### src/rtl/elec_piano_pkg.sv
// Shared definitions for the electronic piano key front-end and its consumers
// (lattice, buzzer, LED_num): mode codes, recorder state encoding, and the
// IDLE note code derivation.
package elec_piano_pkg;

  localparam logic [1:0] MODE_LIVE     = 2'b00;
  localparam logic [1:0] MODE_REC      = 2'b01;
  localparam logic [1:0] MODE_PLAY     = 2'b10;
  localparam logic [1:0] MODE_LIVE_ALT = 2'b11;

  typedef enum logic [1:0] {
    ST_LIVE = 2'd0,
    ST_REC  = 2'd1,
    ST_PLAY = 2'd2,
    ST_DONE = 2'd3
  } rec_state_t;

  // All-ones code of the given width means "no note".
  function automatic int idle_code(input int nw);
    return (1 << nw) - 1;
  endfunction

  // State a mode selection asks for; PLAY also covers DONE.
  function automatic rec_state_t mode_target(input logic [1:0] mode);
    rec_state_t st;
    st = ST_LIVE;
    case (mode)
      MODE_REC:                st = ST_REC;
      MODE_PLAY:               st = ST_PLAY;
      MODE_LIVE, MODE_LIVE_ALT: st = ST_LIVE;
      default:                 st = ST_LIVE;
    endcase
    return st;
  endfunction

endpackage

### src/rtl/key_debounce.sv
// One key: two-flop synchroniser followed by a stability counter. The
// debounced level only follows the synchronised level once the two have
// differed for DEB_CYCLES consecutive cycles; any bounce restarts the count.
module key_debounce #(
  parameter int DEB_CYCLES = 100000
) (
  input  logic i_clk,
  input  logic i_rst,
  input  logic i_key,
  output logic o_level
);

  localparam int CW = $clog2(DEB_CYCLES + 1);
  localparam logic [CW-1:0] CNT_LAST = CW'(DEB_CYCLES - 1);

  logic          r_sync1;
  logic          r_sync2;
  logic          r_level;
  logic [CW-1:0] r_cnt;

  // Synchronise the raw key, then accept a new level after it has held long enough.
  always_ff @(posedge i_clk or posedge i_rst) begin
    if (i_rst) begin
      r_sync1 <= 1'b0;
      r_sync2 <= 1'b0;
      r_level <= 1'b0;
      r_cnt   <= '0;
    end else begin
      r_sync1 <= i_key;
      r_sync2 <= r_sync1;
      if (r_sync2 != r_level) begin
        if (r_cnt == CNT_LAST) begin
          r_level <= r_sync2;
          r_cnt   <= '0;
        end else begin
          r_cnt <= r_cnt + CW'(1);
        end
      end else begin
        r_cnt <= '0;
      end
    end
  end

  assign o_level = r_level;

endmodule

### src/rtl/note_recorder.sv
// Piano key front-end: debounced keys -> priority-encoded note, with a small
// record/playback buffer stepped by a fixed tick. Outputs are always
// registered; the buffer read address is the next read pointer so the
// one-cycle RAM latency is hidden behind the state transition.
module note_recorder
  import elec_piano_pkg::*;
#(
  parameter int NKEYS      = 7,
  parameter int NW         = $clog2(NKEYS + 1),
  parameter int DEPTH      = 64,
  parameter int TICK_DIV   = 15000000,
  parameter int DEB_CYCLES = 100000
) (
  input  logic                         sysclk,
  input  logic                         rst,
  input  logic [NKEYS-1:0]             keys,
  input  logic [1:0]                   tone,
  input  logic [1:0]                   mode,
  input  logic                         loop,
  output logic [NW-1:0]                note_out,
  output logic [1:0]                   tone_out,
  output logic [$clog2(DEPTH+1)-1:0]   rec_count,
  output logic                         rec_full,
  output logic                         play_done,
  output rec_state_t                   o_dbg_state
);

  localparam int AW = $clog2(DEPTH);
  localparam int CW = $clog2(DEPTH + 1);
  localparam int TW = $clog2(TICK_DIV);
  localparam int EW = NW + 2;
  localparam logic [NW-1:0] IDLE      = NW'(idle_code(NW));
  localparam logic [TW-1:0] TICK_LAST = TW'(TICK_DIV - 1);

  logic [NKEYS-1:0] w_deb;
  logic [NW-1:0]    w_code;
  logic             w_tick;
  logic             w_last;
  logic             w_enter;
  logic             w_wr_en;
  rec_state_t       w_target;
  rec_state_t       w_next;
  logic [AW-1:0]    w_rd_next;

  rec_state_t       r_state;
  logic [TW-1:0]    r_tick_cnt;
  logic [AW-1:0]    r_rd_ptr;
  logic [CW-1:0]    r_rec_count;
  logic             r_rec_full;
  logic             r_play_done;
  logic [NW-1:0]    r_note;
  logic [1:0]       r_tone;
  logic [EW-1:0]    r_mem [DEPTH];
  logic [EW-1:0]    r_rd_data;

  for (genvar g = 0; g < NKEYS; g++) begin : g_deb
    key_debounce #(.DEB_CYCLES(DEB_CYCLES)) u_deb (
      .i_clk   (sysclk),
      .i_rst   (rst),
      .i_key   (keys[g]),
      .o_level (w_deb[g])
    );
  end

  // Priority encoder: the highest pressed key index wins.
  always_comb begin
    w_code = IDLE;
    for (int i = 0; i < NKEYS; i++) begin
      if (w_deb[i]) w_code = NW'(i);
    end
  end

  assign w_tick   = (r_tick_cnt == TICK_LAST);
  assign w_last   = (CW'(r_rd_ptr) == r_rec_count - CW'(1));
  assign w_target = mode_target(mode);
  assign w_enter  = (w_next != r_state);
  assign w_wr_en  = (r_state == ST_REC) && (w_next == ST_REC) && w_tick && !r_rec_full;

  // Next state: mode selection first, then end-of-playback inside PLAY.
  always_comb begin
    w_next = r_state;
    if (w_target == ST_PLAY) begin
      if (r_state == ST_LIVE || r_state == ST_REC) begin
        w_next = ST_PLAY;
      end else if (r_state == ST_PLAY) begin
        if (r_rec_count == '0) w_next = ST_DONE;
        else if (w_tick && w_last && !loop) w_next = ST_DONE;
      end
    end else begin
      w_next = w_target;
    end
  end

  // Next read pointer; also drives the RAM read address.
  always_comb begin
    w_rd_next = r_rd_ptr;
    if (w_enter && w_next == ST_PLAY) begin
      w_rd_next = '0;
    end else if (r_state == ST_PLAY && w_tick) begin
      w_rd_next = w_last ? '0 : r_rd_ptr + AW'(1);
    end
  end

  // State register, step tick, pointers and status flags.
  always_ff @(posedge sysclk or posedge rst) begin
    if (rst) begin
      r_state     <= ST_LIVE;
      r_tick_cnt  <= '0;
      r_rd_ptr    <= '0;
      r_rec_count <= '0;
      r_rec_full  <= 1'b0;
      r_play_done <= 1'b0;
    end else begin
      r_state    <= w_next;
      r_rd_ptr   <= w_rd_next;
      r_tick_cnt <= (w_enter || w_tick) ? '0 : r_tick_cnt + TW'(1);
      if (w_enter && w_next == ST_REC) begin
        r_rec_count <= '0;
        r_rec_full  <= 1'b0;
      end else if (w_wr_en) begin
        r_rec_count <= r_rec_count + CW'(1);
        r_rec_full  <= (r_rec_count == CW'(DEPTH - 1));
      end
      if (w_enter) r_play_done <= (w_next == ST_DONE);
    end
  end

  // Record buffer: write on REC ticks, registered read at the next pointer.
  always_ff @(posedge sysclk) begin
    if (w_wr_en) r_mem[r_rec_count[AW-1:0]] <= {tone, w_code};
    r_rd_data <= r_mem[w_rd_next];
  end

  // Output register: live input, playback data, or silence.
  always_ff @(posedge sysclk or posedge rst) begin
    if (rst) begin
      r_note <= IDLE;
      r_tone <= 2'b00;
    end else if (w_next == ST_DONE || r_state == ST_DONE) begin
      r_note <= IDLE;
      r_tone <= 2'b00;
    end else if (r_state == ST_PLAY) begin
      if (r_rec_count == '0) begin
        r_note <= IDLE;
        r_tone <= 2'b00;
      end else begin
        {r_tone, r_note} <= r_rd_data;
      end
    end else begin
      r_note <= w_code;
      r_tone <= tone;
    end
  end

  assign note_out    = r_note;
  assign tone_out    = r_tone;
  assign rec_count   = r_rec_count;
  assign rec_full    = r_rec_full;
  assign play_done   = r_play_done;
  assign o_dbg_state = r_state;

endmodule

### config.mk
export PLATFORM = sky130hd
export DESIGN_NAME = note_recorder
export DESIGN_NICKNAME = d
export VERILOG_FILES = /design/src/rtl/elec_piano_pkg.sv /design/src/rtl/key_debounce.sv /design/src/rtl/note_recorder.sv
export SDC_FILE = /design/constraint.sdc
export NUM_CORES = 1
export LEC_CHECK = 0
export CAP_MARGIN = 10
export CELL_PAD_IN_SITES_DETAIL_PLACEMENT = 0
export CELL_PAD_IN_SITES_GLOBAL_PLACEMENT = 1
export CORE_UTILIZATION = 51
export CTS_BUF_LIST = sky130_fd_sc_hd__clkbuf_16
export CTS_CLUSTER_SIZE = 20
export DETAILED_ROUTE_END_ITERATION = 16
export PLACE_DENSITY = 0.81
export SYNTH_ARGS = -nofsm -noshare
export SYNTH_HDL_FRONTEND = slang
export SYNTH_HIERARCHICAL = 1
export SYNTH_SLANG_ARGS = --single-unit
### constraint.sdc
create_clock -name sysclk -period 6.15 [get_ports sysclk]
set_input_delay 1.23 -clock sysclk [delete_from_list [all_inputs] [get_ports sysclk]]
set_output_delay 1.23 -clock sysclk [all_outputs]
set_load 0.1 [all_outputs]
==> out/results.tsv <==
metric	value	unit
outcome	complete, no violations	
clk slew on worst S/H paths	0.07	ns
# DRC	0	
Critical Path RT	6.65	ns
peak supply drop	0.234	mV
Fin Setup TNS	0	ns
Max Clk Rate	0.218	GHz
CTS H-tree depth	2	
post-synthesis xor/xnor area fraction	5.71	%
full die area	45900	um^2
die height	214	um
setup repair bufs after CTS	0	
post-synth top area share	41.8	%
hpwl dp	34700	um
CP max-delay cell	or3_1	
Non-Filler Instances	2652	
critical path class	flop to flop	
vias	15800	
crit-path cells	inv_1, ha_1, nor2b_1, or3_1, a31o_2, nor4_4, or3_1, clkinv_1, o21ai_1, a311oi_1, nor4_1, and4b_1	
most numerous cell in the Yosys netlist	edfxtp_1	
fin nets	2042	
All-Layer GR Usage	24.5	%
CTS Buf Count	53	
Least-Margin Pin Slew	1.14	ns
largest area contributor in the netlist	edfxtp_1	
DR vias/cell	5.97	
DRT Pass-1 Iters	7	
Syn Area/Cell	11.5	um^2
clk root buf	clkbuf_16	
proportion of synthesized area in mux cells	2.04	%
top cells by count, synth	320 x edfxtp_1, 285 x nand2_1, 257 x nor2_1	
adder-cell area share of the yosys netlist	0.654	%
crit path buf inv count	2	
hold depth	0	
number of global-route vias before repair	15500	
Worst Hold Class	flop to flop	
Iter 0 DRT Violations	1449	
total power	6.89	mW
synth top area cells	edfxtp_1 42%, dfrtp_1 20%, nand2_1 4.7%	
row count	77	
global-route wire length before repair	88300	um
Initial Util	51.8	%
fin crit share	74.4	%
Hold Fails Final Rpt	0	
Worst slew margin	24.2	%
layout cells sized above 1	8.30	%
largest family of logic cells by synthesized area	simple AND/OR/NAND/NOR gates	
hold buffer count at cts	0	
Core Region	44300	um^2
CP Launch Type	flop	
Hold Crit Start	g_deb[0].u_deb/r_sync1$_DFF_PP0_	
Hold Path End	g_deb[0].u_deb/r_sync2$_DFF_PP0_	
port buffer count	29	
IO Count	30	
Post-synth ARST share	36.4	%
Compound-Gate Fraction of Synth Area	7.04	%
die span in x	214	um
final setup violation count	0	
area share of and/or/nand/nor cells after synthesis	19.3	%
CP Data Arrival Time	5.08	ns
Syn Inst Count	1999	
initial antenna violation count	0	
Synth cell types	77	
WL per Instance	21.0	um
reg2reg setup slack	1.57	ns
Final Wtd Congestion	0.894	
worst clock skew	0.0185	ns
CP peak stage delay	0.65	ns
Synth Net Count	2025	
final hold slack	0.347	ns
Placed Cells	2553	
clk_lat worst skew	0.60	ns
Area Growth Syn to Fin	10.5	%
CTS tree	yes	
most frequent CP cell	or3_1	
Worst R2R End	r_rd_data[1]$_DFF_P_	
Max-cap violations	0	
largest net degree at the start of global routing	75	
Seq cells post-synth	511	
post-synthesis cell area	23000	um^2
final wirelength	55600	um
pwr/cell area	272	nW/um^2
number of synthesized flops with an enable pin	320	
Max FO, Critical Path	12	
delay-heaviest family, CP	simple AND/OR/NAND/NOR gates	
clk sinks	511	
Tmin final	4.58	ns
Overflow after GRT	0	
crit path from	rec_count[1]$_DFFE_PP0P_	
max-slew violation count	0	
Top FF cell, synth	edfxtp_1	
Max Root-Sink Buffers	3	
CTS resizes	0	
leakage	8.64	nW
sequential fraction of the synthesis area	62.5	%
RSZ-0062 raised after global routing	no	
# diodes	0	
Routed Antenna Nets	0	
FF-to-FF Start	rec_count[1]$_DFFE_PP0P_	
Yosys Warn Count	6	
Critical Path End Type	flop	
cell depth of the worst flop-to-flop path	12	
==> metal layers <==
metal	wire length, um	share of wire [%]	global-route usage [%]	vias to the layer above
met5	0	0	0	-
met4	1630	2.9	8.64	0
met3	3640	6.6	3.90	102
met2	26500	48	39.6	535
met1	23900	43	33.8	7858
li1	-	-	-	7329
==> cell usage in the layout, fill, tap and decap left out, types with 27 or more instances in the layout <==
| cell type | instances |
|---|---|
| xor2_1 | 54 |
| nand3_1 | 131 |
| a21oi_1 | 27 |
| clkbuf_16 | 53 |
| inv_1 | 46 |
| dfrtp_1 | 183 |
| clkdlybuf4s50_1 | 27 |
| nor3_1 | 50 |
| nor2_1 | 256 |
| edfxtp_1 | 320 |
| nand4_1 | 53 |
| nand2_1 | 285 |
| o22ai_1 | 42 |
| xnor2_1 | 94 |
| nor4_1 | 44 |
==> final cells by class <==
class,count,area (um^2)
inverter,43,161
clock buffer,53,1330
timing repair buffer,48,435
sequential,511,14400
clock inverter,46,348
tap,592,741
multi-input combinational,1359,8000
fill,3720,18900
==> metrics by stage <==
step	cell area, um^2	utilization [%]	setup WS, ns
after CTS	25400	57.3	1.69
after global placement	23700	53.5	1.26
after floorplan	23000	-	1.01
after detailed placement	23700	53.5	1.16
final	25400	57.3	1.57
after global routing	25400	57.3	1.42
==> kinds of logic after synthesis <==
kind of cell,Yosys count
AOI/OAI and AO/OA,226
xor gates and xnor gates,149
adders and majority gates,12
buffers and inverters,129
DFF,511
muxes,44
and+or+nand+nor,928
==> power breakdown <==
| part | switching (mW) | total (mW) | internal (mW) | leakage (nW) |
|---|---|---|---|---|
| Clock | 1.34 | 3.08 | 1.74 | 0.856 |
| Sequential | 0.0165 | 3.67 | 3.65 | 4.79 |
| Combinational | 0.106 | 0.140 | 0.0339 | 2.99 |
| Total | 1.46 | 6.89 | 5.43 | 8.64 |
==> worst max path at each step <==
stage / to / slack [ns] / depth (start not counted)
final: r_rd_data[1]$_DFF_P_ / 1.57 / 12
after detailed placement: r_rd_data[3]$_DFF_P_ / 1.16 / 11
after global routing: r_rd_data[4]$_DFF_P_ / 1.42 / 12
after CTS: r_rd_data[1]$_DFF_P_ / 1.69 / 12
after global placement: r_rd_data[3]$_DFF_P_ / 1.26 / 11
after floorplan: r_mem[0][2]$_DFFE_PP_ / 1.01 / 1
==> sequential cells by signal, indices dropped and copies added (netlist names) <==
signal and cells:
tone_out 2, play_done 1, r_tick_cnt 24, g_deb.u_deb/r_sync1 7, rec_count 7, o_dbg_state 2
r_rd_ptr 6, r_mem 320, r_rd_data 5, note_out 3, g_deb.u_deb/o_level 7, g_deb.u_deb/r_sync2 7
g_deb.u_deb/r_cnt 119, rec_full 1
Note: power is estimated with default switching activity, not from simulation.
